File: config.mk
export PLATFORM = sky130hd
export DESIGN_NAME = mul_div_unit
export DESIGN_NICKNAME = d
export VERILOG_FILES = /design/src/rtl/mul_div_unit.sv
export SDC_FILE = /design/constraint.sdc
export NUM_CORES = 1
export LEC_CHECK = 0
export BUFFER_PORTS_ARGS = -buffer_cell sky130_fd_sc_hd__buf_2
export CORE_MARGIN = 4
export CORE_UTILIZATION = 56
export DETAILED_ROUTE_END_ITERATION = 10
export GPL_TIMING_DRIVEN = 0
export PLACE_DENSITY_LB_ADDON = 0.15
export SLEW_MARGIN = 20
export SYNTH_ARGS = -nofsm -noshare
export SYNTH_HDL_FRONTEND = slang
export SYNTH_SLANG_ARGS = --single-unit
File: constraint.sdc
create_clock -name clk -period 3.7 [get_ports clk]
set_input_delay 0.555 -clock clk [delete_from_list [all_inputs] [get_ports clk]]
set_output_delay 0.555 -clock clk [all_outputs]
set_load 0.005 [all_outputs]
File: src/rtl/mul_div_unit.sv
// mul_div_unit: iterative RV32 M-extension multiply/divide unit.
//
// Accepts one request at a time through a valid/ready handshake, runs a
// 32-step radix-2 shift-add multiply or restoring divide on operand
// magnitudes, then spends one extra cycle on two's-complement sign fix-up.
// A divide by zero, signed-divide overflow and non-M instructions skip the
// iterations and complete one cycle after acceptance.
//
// Ports:
//   clk          rising-edge clock
//   rst          synchronous active-high reset
//   instruction  RV32 instruction (opcode[6:0], funct3[14:12], funct7[31:25])
//   rs1, rs2     operand A (dividend/multiplicand), operand B (divisor/multiplier)
//   in_valid     request present
//   in_ready     unit idle and able to accept
//   out_valid    result holds a completed value
//   out_ready    downstream consumes result
//   result       registered 32-bit result
module mul_div_unit (
  input  logic        clk,
  input  logic        rst,
  input  logic [31:0] instruction,
  input  logic [31:0] rs1,
  input  logic [31:0] rs2,
  input  logic        in_valid,
  output logic        in_ready,
  input  logic        out_ready,
  output logic        out_valid,
  output logic [31:0] result
);

  localparam int DATA_W = 32;

  typedef enum logic [1:0] {
    S_IDLE = 2'd0,
    S_BUSY = 2'd1,
    S_DONE = 2'd2
  } state_t;

  state_t r_state;
  state_t w_state_nxt;

  // Control registers
  logic [4:0]        r_cnt;
  logic              r_last;
  logic [DATA_W-1:0] r_result;

  // Datapath registers: r_p is the 64-bit product, or {remainder, quotient}
  // for divides; r_b is the multiplicand or divisor magnitude.
  logic [2*DATA_W-1:0] r_p;
  logic [DATA_W-1:0]   r_b;
  logic [2:0]          r_f3;
  logic                r_neg_q;
  logic                r_neg_r;
  logic                r_byp;

  // Decode of the incoming request
  logic [2:0]        w_f3;
  logic              w_is_m;
  logic              w_a_neg;
  logic              w_b_neg;
  logic [DATA_W-1:0] w_mag_a;
  logic [DATA_W-1:0] w_mag_b;
  logic              w_byp;
  logic [DATA_W-1:0] w_byp_val;
  logic              w_unused_ok;

  // One iteration step
  logic [DATA_W:0]     w_mul_sum;
  logic [DATA_W+1:0]   w_div_diff;
  logic [2*DATA_W-1:0] w_p_step;

  // Final sign correction; also selects the half of r_p the op returns.
  function automatic logic [DATA_W-1:0] f_sign_fix(
    input logic [2*DATA_W-1:0] p,
    input logic [2:0]          f3,
    input logic                neg_q,
    input logic                neg_r
  );
    logic [2*DATA_W-1:0] prod;
    logic [DATA_W-1:0]   quo;
    logic [DATA_W-1:0]   rem;
    prod = neg_q ? (~p + 64'd1) : p;
    quo  = neg_q ? (~p[DATA_W-1:0] + 32'd1) : p[DATA_W-1:0];
    rem  = neg_r ? (~p[2*DATA_W-1:DATA_W] + 32'd1) : p[2*DATA_W-1:DATA_W];
    if (!f3[2]) begin
      f_sign_fix = (f3 == 3'b000) ? prod[DATA_W-1:0] : prod[2*DATA_W-1:DATA_W];
    end else begin
      f_sign_fix = f3[1] ? rem : quo;
    end
  endfunction

  assign in_ready  = (r_state == S_IDLE);
  assign out_valid = (r_state == S_DONE);
  assign result    = r_result;

  // Register fields 11:7 and 24:15 carry no meaning for this unit.
  assign w_unused_ok = ^{instruction[24:15], instruction[11:7]};

  always_comb begin
    w_f3      = instruction[14:12];
    w_is_m    = (instruction[6:0] == 7'b0110011) && (instruction[31:25] == 7'b0000001);
    // A is signed for MUL/MULH/MULHSU/DIV/REM; B for MUL/MULH/DIV/REM.
    w_a_neg   = rs1[DATA_W-1] && (w_f3[2] ? !w_f3[0] : (w_f3 != 3'b011));
    w_b_neg   = rs2[DATA_W-1] && (w_f3[2] ? !w_f3[0] : !w_f3[1]);
    w_mag_a   = w_a_neg ? (~rs1 + 32'd1) : rs1;
    w_mag_b   = w_b_neg ? (~rs2 + 32'd1) : rs2;
    w_byp     = !w_is_m;
    w_byp_val = '0;
    if (w_is_m && w_f3[2]) begin
      if (rs2 == '0) begin
        w_byp     = 1'b1;
        w_byp_val = w_f3[1] ? rs1 : '1;
      end else if (!w_f3[0] && (rs1 == 32'h8000_0000) && (rs2 == 32'hFFFF_FFFF)) begin
        w_byp     = 1'b1;
        w_byp_val = w_f3[1] ? 32'h0 : 32'h8000_0000;
      end
    end
  end

  always_comb begin
    w_mul_sum  = {1'b0, r_p[2*DATA_W-1:DATA_W]} + (r_p[0] ? {1'b0, r_b} : 33'd0);
    // Trial subtraction of the divisor from {remainder, next dividend bit}.
    w_div_diff = {1'b0, r_p[2*DATA_W-1:DATA_W-1]} - {2'b00, r_b};
    if (!r_f3[2]) begin
      w_p_step = {w_mul_sum, r_p[DATA_W-1:1]};
    end else if (w_div_diff[DATA_W+1]) begin
      w_p_step = {r_p[2*DATA_W-2:0], 1'b0};
    end else begin
      w_p_step = {w_div_diff[DATA_W-1:0], r_p[DATA_W-2:0], 1'b1};
    end
  end

  always_comb begin
    w_state_nxt = r_state;
    case (r_state)
      S_IDLE:  if (in_valid) w_state_nxt = S_BUSY;
      S_BUSY:  if (r_byp || r_last) w_state_nxt = S_DONE;
      S_DONE:  if (out_ready) w_state_nxt = S_IDLE;
      default: w_state_nxt = S_IDLE;
    endcase
  end

  always_ff @(posedge clk) begin
    if (rst) begin
      r_state <= S_IDLE;
    end else begin
      r_state <= w_state_nxt;
    end
  end

  // Control path: iteration counter and result register
  always_ff @(posedge clk) begin
    if (rst) begin
      r_cnt    <= '0;
      r_last   <= 1'b0;
      r_result <= '0;
    end else begin
      case (r_state)
        S_IDLE: begin
          r_cnt  <= '0;
          r_last <= 1'b0;
        end
        S_BUSY: begin
          if (r_byp) begin
            r_result <= r_p[DATA_W-1:0];
          end else if (r_last) begin
            r_result <= f_sign_fix(r_p, r_f3, r_neg_q, r_neg_r);
          end else if (r_cnt == 5'd31) begin
            r_last <= 1'b1;
          end else begin
            r_cnt <= r_cnt + 5'd1;
          end
        end
        default: ;
      endcase
    end
  end

  // Datapath: operand capture on accept, one shift step per BUSY cycle
  always_ff @(posedge clk) begin
    if (!rst && (r_state == S_IDLE) && in_valid) begin
      r_p     <= {32'd0, (w_byp ? w_byp_val : w_mag_a)};
      r_b     <= w_mag_b;
      r_f3    <= w_f3;
      r_neg_q <= w_a_neg ^ w_b_neg;
      r_neg_r <= w_a_neg;
      r_byp   <= w_byp;
    end else if ((r_state == S_BUSY) && !r_byp && !r_last) begin
      r_p <= w_p_step;
    end
  end

endmodule

Word-level counts from Yosys, hierarchy flattened
Cells that the tools add are included.
{ "totals": {"ff_bits": 142, "in_bits": 100, "output_inout_bits": 34, "word_cells": 104} }
{ "classes": {"add_sub_neg": 8, "eq_ne": 14, "muxes": 38, "bitwise": 6, "reduce_logical": 27} }
{ "ops": {"columns": ["cell", "n"], "rows": [
  ["32-bit two-way mux", 18],
  ["64-bit two-way mux", 3],
  ["32-bit by 1-bit adder with 32-bit output (second input constant)", 4],
  ["32-bit NOT", 4],
  ["64-bit by 1-bit adder with 64-bit output (second input constant)", 1],
  ["32-bit == test (second input constant)", 2],
  ["64-bit NOT", 1],
  ["33-bit by 32-bit subtractor with 34-bit output", 1],
  ["32-bit by 32-bit adder with 33-bit output", 1],
  ["32-bit zero test", 1],
  ["5-bit two-way mux", 3],
  ["2-bit inequality test (second input constant)", 6],
  ["1-bit logical AND", 10],
  ["5-bit case mux with 2 select lines", 1],
  ["1-bit two-way mux", 8],
  ["7-bit by 1-bit == test with 1-bit output (second input constant)", 1],
  ["7-bit by 6-bit == test with 1-bit output (second input constant)", 1],
  ["1-bit zero test", 6],
  ["2-bit two-way mux", 3],
  ["2-bit case mux with 3 select lines", 1],
  ["2-bit nonzero test", 3],
  ["5-bit by 1-bit adder with 5-bit output (second input constant)", 1],
  ["5-bit == test (second input constant)", 1],
  ["2-bit AND reduction", 2],
  ["other kinds (10)", 10]
]} }

Longest topological paths before layout
{ "logic_depth": {"depth_word": 8, "ltp_mapped": 14, "depth_no_buf": 12} }

Least setup slack after synthesis
No wires, ideal clock.
{ "synth_timing": {"path_kind": "reg-to-reg", "from": "register r_p[0]", "to": "register r_p[57]", "setup_ns": 0.204, "arrival_ns": 3.313, "required_ns": 3.496, "slack_ns": 0.183, "stages_incl_launch_ff": 14, "path_buffers": 1, "period_less_slack_ns": 3.517, "path_cell_list": "edfxtp_1 inv_1 clkbuf_1 nor2_1 fa_1 a211oi_1 o21ai_0 o22ai_1 a21oi_1 o41ai_1 o221ai_1 xor2_1 a22oi_1 a21oi_1"} }
{ "synth_via": {"elab_chain_len": 3} }
{ "synth_rtl": {"columns": ["element", "line_no", "rtl"], "rows": [
  ["start, declared", "50", "logic [2*DATA_W-1:0] r_p;"],
  ["start signal, assigned", "183", "r_p <= {32'd0, (w_byp ? w_byp_val : w_mag_a)};"],
  ["start signal, assigned", "190", "r_p <= w_p_step;"],
  ["32-bit two-way mux", "122", "w_mul_sum = {1'b0, r_p[2*DATA_W-1:DATA_W]} + (r_p[0] ? {1'b0, r_b} : 33'd0);"],
  ["32-bit by 32-bit adder with 33-bit output", "122", null],
  ["64-bit two-way mux", "125", "if (!r_f3[2]) begin"]
]} }
Every way passes these cells.
A chain may end at the register's enable or synchronous reset.

Worst setup path in the final report
{ "layout_timing": {"from": "register r_p[0]", "to": "register r_p[54]"} }
Same word-level chain as after synthesis.

==> impl_metrics.py <==
metrics = {
    "critical_path": {
        "critPathBufInv": 3,
        "crit_family": "compound AO/OA/AOI/OAI gates",
        "critical_path.max_stage_delay_ns": 0.49,
        "cp.required_ns": 4.02,
        "critical_path.cell_chain": "inv_2 -> buf_4 -> nor2_1 -> ha_1 -> a211oi_4 -> o211ai_1 -> a21oi_2 -> a31oi_4 -> a311o_1 -> buf_4 -> xnor2_1 -> a221oi_1 -> a21oi_1",
        "critPathMaxFanout": 10,
        "reg2reg_from": "r_p[0]$_DFFE_PP_",
        "worstSetupStartpointType": "flip-flop",
        "slowest_stage": "edfxtp_1",
        "crit_top_cell": "buf_4",
        "crit_arrival_ns": 4.03,
        "crit_type": "flip-flop to flip-flop",
        "crit_start": "r_p[0]$_DFFE_PP_",
        "end_kind": "flip-flop",
    },
    "drt": {
        "wire_per_inst_um": 24.0,
        "drt_iter0_drc": 2440,
        "firstDrtPassIters": 6,
        "wl_met1_um": 23400,
        "wl_met3_um": 7180,
        "via_per_inst": 6.91,
        "wl_um": 57500,
        "ant_nets": 0,
        "dr_wl_met2_um": 24400,
        "vias": 16600,
        "top_layer": "met4",
        "post-route-drc-count": 0,
    },
    "synth": {
        "ys.flop_type": "dfxtp_1",
        "yosysTopAreaCell": "edfxtp_1",
        "synth_top_area_share_pct": 14.6,
        "yosys_warnings": 0,
        "synth_nets": 2068,
        "synth.area.top_cells": "edfxtp_1 15%, dfxtp_1 10%, ha_1 6.2%",
        "synth_edf_count": 70,
        "yosys.cell_types.count": 86,
        "ys_ff_latch": 142,
        "netlist_area_mm2": 0.0144,
        "ys_seq_area_share_pct": 24.7,
        "avgSynthCellArea_um2": 7.59,
        "synthCells": 1895,
        "async_flop_share_pct": 0,
    },
    "global_routing": {
        "antenna_found_initial": 0,
        "grt_pass1_wl_um": 86600,
        "grtUsageTotal_pct": 38.7,
        "overflow": 0,
        "first_global_vias": 15100,
        "grt_max_degree": 33,
    },
    "finish": {
        "fillers": 2200,
        "final_area_mm2": 0.0165,
        "areaGrowthSynthToFinish_pct": 14.8,
        "diodes": 0,
        "drive_gt1_share_pct": 13.1,
        "finalNonFillerCells": 2397,
        "final_cell_mix": "190 x nor2_1, 156 x nand2_1, 155 x a21oi_1",
        "mostFrequentLayoutCell": "nor2_1",
        "nets": 2227,
    },
    "floorplan": {
        "start_util_pct": 57.1,
        "dieArea_mm2": 0.0283,
        "core_area_mm2": 0.0252,
        "fp.dieH_um": 168,
        "die_w_um": 168,
        "rows": 58,
        "num_io_pins": 134,
    },
    "sta": {
        "rsz0062_at_grt": "yes",
        "min_period_ns": 3.71,
        "max_slew_margin_pct": 26.8,
        "setup_ws_ns": -0.0147,
        "tightest_slew_ns": 1.09,
        "period_share_pct": 100,
        "setup_tns_ns": -0.0197,
        "setup_viol": 2,
        "final-hold-violation-count": 0,
        "clock-skew-final_ns": 0.0209,
        "clock.fmax_ghz": 0.269,
        "slew_viol_final": 0,
    },
    "placed_design": {
        "io_buffers": 113,
        "pre_cts_ws_ns": -1.27,
        "gp_congestion": 1.06,
        "dp_cells": 2340,
        "placed_cell_area_mm2": 0.0154,
        "dp_hpwl_um": 43700,
    },
    "pwr": {
        "p_leak_uw": 0.00657,
        "p_per_area_mw_per_mm2": 467,
        "power_switching_uw": 3480,
        "p_total_uw": 7710,
        "clockPowerShare_pct": 23.5,
        "cellInternalPower_uw": 4230,
        "peakVddDrop_uv": 303,
        "sequentialPowerShare_pct": 27.7,
        "p_comb_share_pct": 48.8,
        "p_sw_share_pct": 45.1,
    },
    "run": {
        "cap_violations": 0,
    },
    "cts": {
        "cts_buffers": 17,
        "cts_sinks": 142,
        "htreeDepth": 4,
        "cts_tree": "yes",
        "clock_latency_ns": 0.45,
        "path_clk_slew_ns": 0.07,
        "ctsLongestPathBuffers": 2,
        "cts-root-buf": "clkbuf_16",
    },
    "min_path": {
        "min-delay-path-class": "input pin to flip-flop",
        "min_from": "rs2[0]",
    },
    "outcome": {
        "violations": "setup timing",
        "status": "finished, violations left",
    },
}
layout make-up:
class / count / area (µm²) / share of cell area, %
Clock buffer: 17 / 425 / 2.58
Buffer: 120 / 498 / 3.02
Inverter: 86 / 323 / 1.96
Multi-Input combinational cell: 1544 / 10300 / 62.5
Timing Repair Buffer: 143 / 816 / 4.95
Tap cell: 330 / 413 / 2.50
Sequential cell: 142 / 3540 / 21.5
Clock inverter: 15 / 175 / 1.06
flip-flops by register name (all words and copies together) (netlist names):
register  count
r_b          32
result       32
r_p          64
r_f3          3
r_byp         1
r_neg_q       1
r_neg_r       1
r_cnt         5
r_last        1
r_state       2
stage by stage:
stage	utilization (%)	hold WS [ns]
3_5_place_dp	61.1	0.447
2_1_floorplan	-	0.432
6_report	65.5	0.332
3_3_place_gp	61.0	0.437
5_1_grt	65.5	0.337
4_1_cts	64.4	0.330
metal layers:
metal  GRT usage, %  vias to the layer above
li1               -                     7400
met1           55.7                     7846
met2           57.3                     1139
met3           7.09                      177
met4           15.8                        0
met5              0                        -
cell usage after synthesis, types with 7 or more instances:
cell       instances
nor2_1           191
a21oi_1          159
nand2_1          156
o21ai_0          156
clkbuf_1         111
xnor2_1           86
inv_1             81
dfxtp_1           72
ha_1              71
edfxtp_1          70
xor2_1            66
nor3_1            44
mux2i_1           43
or3_1             40
a211oi_1          38
a21o_1            37
nand3_1           36
a31oi_1           28
nand4_1           24
nor4_1            24
o21a_1            24
o31ai_1           24
a221oi_1          19
o22ai_1           19
or4_1             19
o211ai_1          18
or2_2             15
nand2b_1          12
o41ai_1           12
and3_1            10
a2111oi_0          9
and2_1             9
nand3b_1           9
nor2b_1            9
o221ai_1           9
mux2_2             8
o32ai_1            8
a311o_1            7
buf_2              7
power by group through the flow:
stage / Sequential (µW) / Combinational (µW) / Clock (µW)
after CTS: 2120 / 3490 / 1800
after global placement: 2150 / 3330 / 0
final: 2130 / 3760 / 1810
after global routing: 2140 / 4030 / 1860
after floorplan: 2030 / 2460 / 0
after detailed placement: 2150 / 3390 / 0
cell families (layout without fill, tap and decap cells):
kind of cell | Yosys count | after routing | share of synthesized area, %
compound gates | 639 | 639 | 28.8
simple gates | 629 | 629 | 21.7
buf+inv | 209 | 381 | 5.52
fa+ha+maj | 73 | 73 | 6.46
flops | 142 | 142 | 24.7
mux | 51 | 51 | 3.62
xor+xnor | 152 | 152 | 9.26
worst reg2reg max path: cells and delay by family (launching register included):
family / cells / cell delay [ns]
AO/OA/AOI/OAI: 7 / 1.86
buffers and inverters: 3 / 0.62
flip-flops: 1 / 0.49
adder cells (fa/ha/maj): 1 / 0.35
XOR/XNOR: 1 / 0.15
AND/OR/NAND/NOR: 1 / 0.12
worst paths after layout:
kind                        endpoint  slack [ns]  cells past startpoint
max reg2reg     r_p[54]$_SDFFE_PP0P_       -0.01                     13
min reg2reg  result[10]$_SDFFE_PP0P_        0.46                      2
min                 r_b[0]$_DFFE_PP_        0.33                      1
max             r_p[54]$_SDFFE_PP0P_       -0.01                     13
what timing repair did:
| action | CTS | global route |
|---|---|---|
| endpoints found under the hold margin | 0 | 0 |
| buffers inserted | 7 | 21 |
| endpoints found under the setup margin | 56 | 77 |
| pin swaps | 7 | 14 |
| hold buffers | 0 | 0 |
| gates resized for setup | 42 | 33 |
No activity file was read; power rests on OpenSTA's default activity.
